`config.mk`:
```
export PLATFORM = sky130hd
export DESIGN_NAME = rr_arbiter_8
export DESIGN_NICKNAME = d
export VERILOG_FILES = /design/src/rtl/rr_arbiter_8.sv
export SDC_FILE = /design/constraint.sdc
export NUM_CORES = 1
export LEC_CHECK = 0
export ABC_AREA = 1
export CAP_MARGIN = 5
export CORE_ASPECT_RATIO = 0.7
export CORE_MARGIN = 4
export CORE_UTILIZATION = 62
export CTS_BUF_LIST = sky130_fd_sc_hd__clkbuf_16
export DETAILED_ROUTE_END_ITERATION = 6
export PLACE_DENSITY = 0.95
export RECOVER_POWER = 25
export SLEW_MARGIN = 10
export SYNTH_ARGS = -nofsm -noshare
export SYNTH_HDL_FRONTEND = slang
export SYNTH_SLANG_ARGS = --single-unit
```
`constraint.sdc`:
```
create_clock -name clk -period 4.2 [get_ports clk]
set_input_delay 0.84 -clock clk [delete_from_list [all_inputs] [get_ports clk]]
set_output_delay 0.84 -clock clk [all_outputs]
set_load 0.1 [all_outputs]
```
`src/rtl/rr_arbiter_8.sv`:
```
// Eight-way round-robin arbiter with a bounded hold time per grant.
// The registered grant index is decoded to a one-hot grant for the select fabric.
module rr_arbiter_8 #(
    parameter int MAX_HOLD = 15,
    parameter int HOLD_W   = 4
) (
    input  logic       clk,
    input  logic       rst_n,
    input  logic [7:0] req,
    input  logic       done,
    output logic       grant_valid,
    output logic [2:0] grant_idx,
    output logic [7:0] grant,
    output logic       timeout,
    output logic       dbg_state
);

    typedef enum logic {
        S_IDLE  = 1'b0,
        S_GRANT = 1'b1
    } state_t;

    localparam logic [HOLD_W-1:0] HOLD_LAST = HOLD_W'(MAX_HOLD - 1);
    localparam logic [HOLD_W-1:0] HOLD_SAT  = {HOLD_W{1'b1}};

    state_t            state_q, state_d;
    logic [2:0]        ptr_q, ptr_d;
    logic [2:0]        idx_q, idx_d;
    logic [HOLD_W-1:0] cnt_q, cnt_d;
    logic              timeout_q, timeout_d;
    logic              hold_limit;
    logic              release_now;
    logic [7:0]        others;

    // First requester after base, scanning base+1 .. base+8; base itself comes last.
    function automatic logic [2:0] rr_search(input logic [2:0] base, input logic [7:0] r);
        logic [2:0] pick;
        logic [2:0] cand;
        logic       found;
        pick  = base;
        found = 1'b0;
        for (int off = 1; off <= 8; off++) begin
            cand = base + 3'(off);
            if (!found && r[cand]) begin
                pick  = cand;
                found = 1'b1;
            end
        end
        return pick;
    endfunction

    assign hold_limit  = (cnt_q == HOLD_LAST);
    assign release_now = done | ~req[idx_q] | hold_limit;
    assign others      = req & ~(8'(1) << idx_q);

    always_comb begin
        state_d   = state_q;
        ptr_d     = ptr_q;
        idx_d     = idx_q;
        cnt_d     = cnt_q;
        timeout_d = 1'b0;
        case (state_q)
            S_IDLE: begin
                if (|req) begin
                    idx_d   = rr_search(ptr_q, req);
                    cnt_d   = '0;
                    state_d = S_GRANT;
                end
            end
            S_GRANT: begin
                timeout_d = hold_limit;
                if (release_now) begin
                    ptr_d = idx_q;
                    cnt_d = '0;
                    // A sole requester only releases via done or the hold limit, so it always idles.
                    if (|others) begin
                        idx_d = rr_search(idx_q, req);
                    end else begin
                        state_d = S_IDLE;
                    end
                end else if (cnt_q != HOLD_SAT) begin
                    cnt_d = cnt_q + HOLD_W'(1);
                end
            end
            default: state_d = S_IDLE;
        endcase
    end

    always_ff @(posedge clk or negedge rst_n) begin
        if (!rst_n) begin
            state_q   <= S_IDLE;
            ptr_q     <= 3'd7;
            idx_q     <= 3'd0;
            cnt_q     <= '0;
            timeout_q <= 1'b0;
        end else begin
            state_q   <= state_d;
            ptr_q     <= ptr_d;
            idx_q     <= idx_d;
            cnt_q     <= cnt_d;
            timeout_q <= timeout_d;
        end
    end

    assign grant_valid = (state_q == S_GRANT);
    assign grant_idx   = idx_q;
    assign grant       = grant_valid ? (8'(1) << idx_q) : 8'h00;
    assign timeout     = timeout_q;
    assign dbg_state   = state_q;

endmodule

```
**Yosys cells after proc, flatten, opt, wreduce, memory -nomap -nowiden**

Index checks and enable logic that the tools add are counted.

- Order comparisons: 16
- Shift operators: 1
- Bitwise operators: 6
- Reduce and logical (&&, ||, !) cells: 33
- Add/sub/neg operators: 15
- Muxes and demuxes: 111
- Eq/ne operators: 8

Operator list:

| kind | count |
|---|---|
| 1-bit 2-to-1 mux | 69 |
| 3-bit by 4-bit less-than comparator with 1-bit output (second input constant) | 16 |
| 3-bit 2-to-1 mux | 19 |
| 1-bit binary-select mux with 3-bit select | 16 |
| 3-bit adder (second input constant) | 8 |
| 8-bit OR reduction | 2 |
| 1-bit logical AND | 14 |
| 1-bit logical NOT | 14 |
| 3-bit by 2-bit adder with 3-bit output (second input constant) | 4 |
| 4-bit 2-to-1 mux | 3 |
| 8-bit AND | 1 |
| 8-bit 2-to-1 mux | 1 |
| 8-bit by 1-bit != test with 1-bit output (second input constant) | 1 |
| 8-bit NOT | 1 |
| 4-bit case mux with 2 select lines | 1 |
| 1-bit by 3-bit << shifter with 8-bit output (first input constant) | 1 |
| 3-bit by 1-bit adder with 3-bit output (second input constant) | 2 |
| 3-bit case mux with 2 select lines | 1 |
| 5-bit AND reduction | 1 |
| 4-bit by 1-bit adder with 4-bit output (second input constant) | 1 |
| 4-bit equality test (second input constant) | 1 |
| 2-bit by 1-bit != test with 1-bit output (second input constant) | 2 |
| 2-bit != test (second input constant) | 2 |
| 4-bit != test (second input constant) | 1 |
| other kinds (5) | 8 |

- Output and inout bits: 14
- Word-level logic and storage cells: 195
- Input port bits: 11
- Flip-flop bits (word level): 12

**Longest topological paths before layout**

- Depth in word-level cells: 49
- Mapped depth: 20
- Mapped depth without buffers: 18

**Worst setup path after synthesis**

No wires, ideal clock.

- Path type: register -> output
- From: register idx_q[2] (netlist: grant_idx[2])
- To: output port grant[4]
- Stages on the path, launching flop included: 4
- Required time: 3.360 ns
- Arrival: 3.519 ns
- Path buffers: 1
- Path slack: -0.159 ns
- Cells stage by stage: dfrtp_1 > inv_1 > clkbuf_1 > nor3_1

- Cells in the longest elaborated chain, start to end: 2

RTL lines:

| item | RTL line | RTL |
|---|---|---|
| from (decl) | 28 | `logic [2:0] idx_q, idx_d;` |
| from (signal assigned) | 99 | `idx_q <= idx_d;` |
| 1-bit by 3-bit << shifter with 8-bit output | 107 | `assign grant = grant_valid ? (8'(1) << idx_q) : 8'h00;` |
| 8-bit 2-to-1 mux | 107 |  |
| to (decl) | 13 | `output logic [7:0] grant,` |

No other way between the ends.

**Final worst setup path**

- From: register idx_q[1] (netlist: grant_idx[1])
- To: register idx_q[0] (netlist: grant_idx[0])

- Cells in the longest elaborated chain, start to end: 47
- Elaborated cells between the ends (all ways): 87
- Those cells by class: 7 x add/sub; 4 x eq/ne; 1 x shift; 54 x mux; 5 x bitwise; 16 x reduce/logical

RTL lines:

| item | RTL line | RTL |
|---|---|---|
| 3-bit by 1-bit adder with 3-bit output | 43 | `cand = base + 3'(off);` |
| 1-bit binary-select mux with 3-bit select | 44 | `if (!found && r[cand]) begin` |
| 1-bit 2-to-1 mux (not written as such) | 44 |  |
| 1-bit 2-to-1 mux | 44 |  |
| 1-bit 2-to-1 mux | 76 | `if (\|others) begin` |
| 1-bit 2-to-1 mux | 72 | `if (release_now) begin` |
| 1-bit 2-to-1 mux | 62 | `case (state_q)` |
| 1-bit logical NOT | 44 |  |
| [... 31 more ...] | - |  |
| 1-bit 2-to-1 mux | 44 |  |
| 1-bit 2-to-1 mux | 76 |  |
| 1-bit 2-to-1 mux | 72 |  |
| 1-bit 2-to-1 mux | 62 |  |
| 1-bit logical NOT | 44 |  |
| 1-bit logical AND | 44 |  |
| 2-bit != test (no line) | - |  |
| 5-bit AND reduction (no line) | - |  |

Several ways; a longest one is shown, not always the timed one. The select of a mux whose other input is x is not followed.
A chain may end at the register's enable or synchronous reset.

==> metrics.cfg <==
[yosys]
avgSynthCellArea_sq_um=5.97
yosys_warnings=0
synth_ff_type=dfrtp_1
ys_ff_latch=12
syn_inst=347
synth_edf_count=0
synth_top_area_share_pct=18.5
async_flop_share_pct=100
synth.largest_area_cell=nand2_1
synth-seq-area-share_pct=14.7
syn_area_sq_um=2070
synth_area_leaders=nand2_1, nand3_1, dfrtp_1, ha_1, inv_1
synth_nets=369
synth_cell_types=38

[finish]
nets=387
finalNonFillerCells=402
insertedDiodeCount=0
syn2layout_area_growth_pct=13.0
drive_gt1_share_pct=13.2

[clocking]
root_buffer=clkbuf_16
cts_buffers=3
cts_hold_buf=0
cts_sinks=12
cts.htree.levels=1
clk_latency_ns=0.24
postCtsResizedCells=0
clk_pin_slew_ns=0.04
post_cts_buffers=0
clk_path_buf_depth=2
cts_tree=done

[grt]
grt_pass1_vias=2237
grt_max_degree=15
grt_overflow=0
grt_pass1_wl_mm=10.2
grt_use_total_pct=28.9
grt_antenna_before_repair=0

[critical_path]
slowest_delay_ns=0.69
crit_top_cell=nand2_2
crit_chain=inv_2 -> ha_1 -> inv_1 -> nand3_1 -> nand2_2 -> o21ai_0 -> inv_1 -> nand2_2 -> nor2_4 -> nand2_2 -> nand2_2 -> a21oi_2 -> or2_1 -> nand2_1
cp-startpoint=grant_idx[1]$_DFFE_PN0P_
cp.arrival_ns=3.31
r2r-start=grant_idx[1]$_DFFE_PN0P_
crit_path_end_kind=register
cp_max_fo=13
crit_type=reg -> reg
cp-start-kind=register
cp_slowest_cell=dfrtp_1
worstPathRequired_ns=4.33

[floorplan]
die_h_um=56.4
die_w_um=77.1
core_sq_um=3170
ios=25
die_area_sq_um=4350
start_util_pct=65.4
rows=17

[drt]
drt_wl_total_mm=6.19
initialDrtViolationCount=289
ant_nets=0
viasPerCell=6.21
drc_errors=0
first_pass_iters=5
wl_per_cell_um=15.4
num_vias=2496

[place]
port_buffers=24
dp_hpwl_mm=4.84
dp_cells=398
place.gp.congestion=0.992

[timing]
hold_viol=0
setup_violations=0
grt_setup_unrepaired=false
worst_slew_pin_slew_ns=0.977
slew_headroom_pct=34.7
period_share_pct=75.6
holdWs_ns=0.545
max_freq_mhz=315
maxSlewViolCount=0
finalCriticalPeriod_ns=3.18
skew_ns=0.000926

[hold_path]
hp-class=reg -> reg
hp-start=cnt_q[3]$_DFFE_PN0P_

[job]
cap_violations=0

[run_status]
status=completed

-- cell type report --
class,count,area [sq um]
clock buffer,3,75.1
multi-input combinational,285,1540
timing repair buffer,24,220
clock inverter,1,3.75
sequential,12,304
fill,273,827
tap,38,47.5
inverter,39,149
-- state kept, by name, indices dropped and copies added (netlist names) --
name       flops
ptr_q          3
timeout        1
dbg_state      1
grant_idx      3
cnt_q          4
-- critical path, delay by kind of cell, from the launching register on --
| family | cells | cell delay, ns |
|---|---|---|
| simple gates | 8 | 0.70 |
| flops | 1 | 0.69 |
| buf+inv | 3 | 0.58 |
| compound gates | 2 | 0.57 |
| fa+ha+maj | 1 | 0.49 |
-- through the flow --
step | setup WS, ns | TNS [ns] | util [%] | cell area (sq um)
6_report | 1.02 | 0 | 73.9 | 2340
4_1_cts | 1.16 | 0 | 73.9 | 2340
2_1_floorplan | -0.159 | -0.468 | - | 2090
3_3_place_gp | 1.15 | 0 | 71.4 | 2260
5_1_grt | 0.828 | 0 | 73.9 | 2340
3_5_place_dp | 1.07 | 0 | 71.4 | 2260
-- routing by layer --
metal  global-route usage [%]  up-vias  routed length [um]
met5                        0        -                   0
met4                     6.85        0                  66
met3                     4.97        9                 748
met2                     44.4      150                2640
met1                     42.0     1150                2730
li1                         -     1187                   -
-- synthesized netlist by cell type (2+ instances only) --
cell type  instances
nand2_1          102
inv_2              2
nor3_1             8
buf_4              2
nand4_1            6
inv_1             36
a21oi_1            7
buf_2              3
buf_6              3
clkbuf_1           2
xnor2_1            5
o2111ai_1          3
dfstp_2            3
nand3_2            5
nor2_1            14
nand2_2           15
ha_1              11
xor2_1             3
nand2_4            4
nor4_1             2
dfrtp_1            9
a31oi_1            2
o21ai_0           18
nand3_1           68
-- cells by family (layout without fill, tap and decap cells) --
family	after synthesis	after routing	share of synthesized area, %
AND/OR/NAND/NOR	228	228	52.9
buffers and inverters	50	67	11.6
AO/OA/AOI/OAI	38	38	10.8
flip-flops	12	12	14.7
adder cells (fa/ha/maj)	11	11	6.64
XOR/XNOR	8	8	3.38
-- path summary, 6_finish.rpt --
path | to | slack [ns] | cells after the start
max in group asynchronous | ptr_q[1]$_DFFE_PN1P_ | 2.80 | 1
hold / removal | cnt_q[3]$_DFFE_PN0P_ | 0.54 | 2
hold reg to reg | cnt_q[3]$_DFFE_PN0P_ | 0.54 | 2
setup / recovery | grant_idx[0]$_DFFE_PN0P_ | 1.02 | 14
setup reg to reg | grant_idx[0]$_DFFE_PN0P_ | 1.02 | 14
min in group asynchronous | cnt_q[2]$_DFFE_PN0P_ | 1.03 | 1
-- cell usage in the layout (no fill, tap or decap), types with 7 or more instances in the layout --
cell type / instances
ha_1: 11
inv_1: 37
clkdlybuf4s50_1: 15
nor2_1: 14
nand3_1: 68
buf_4: 8
nand2_1: 102
nand2_2: 15
dfrtp_1: 9
a21oi_1: 7
o21ai_0: 18
Power is left out: the tool's default activity adds up to more than one toggle a clock period on the data nets, which glitch-free logic cannot reach.
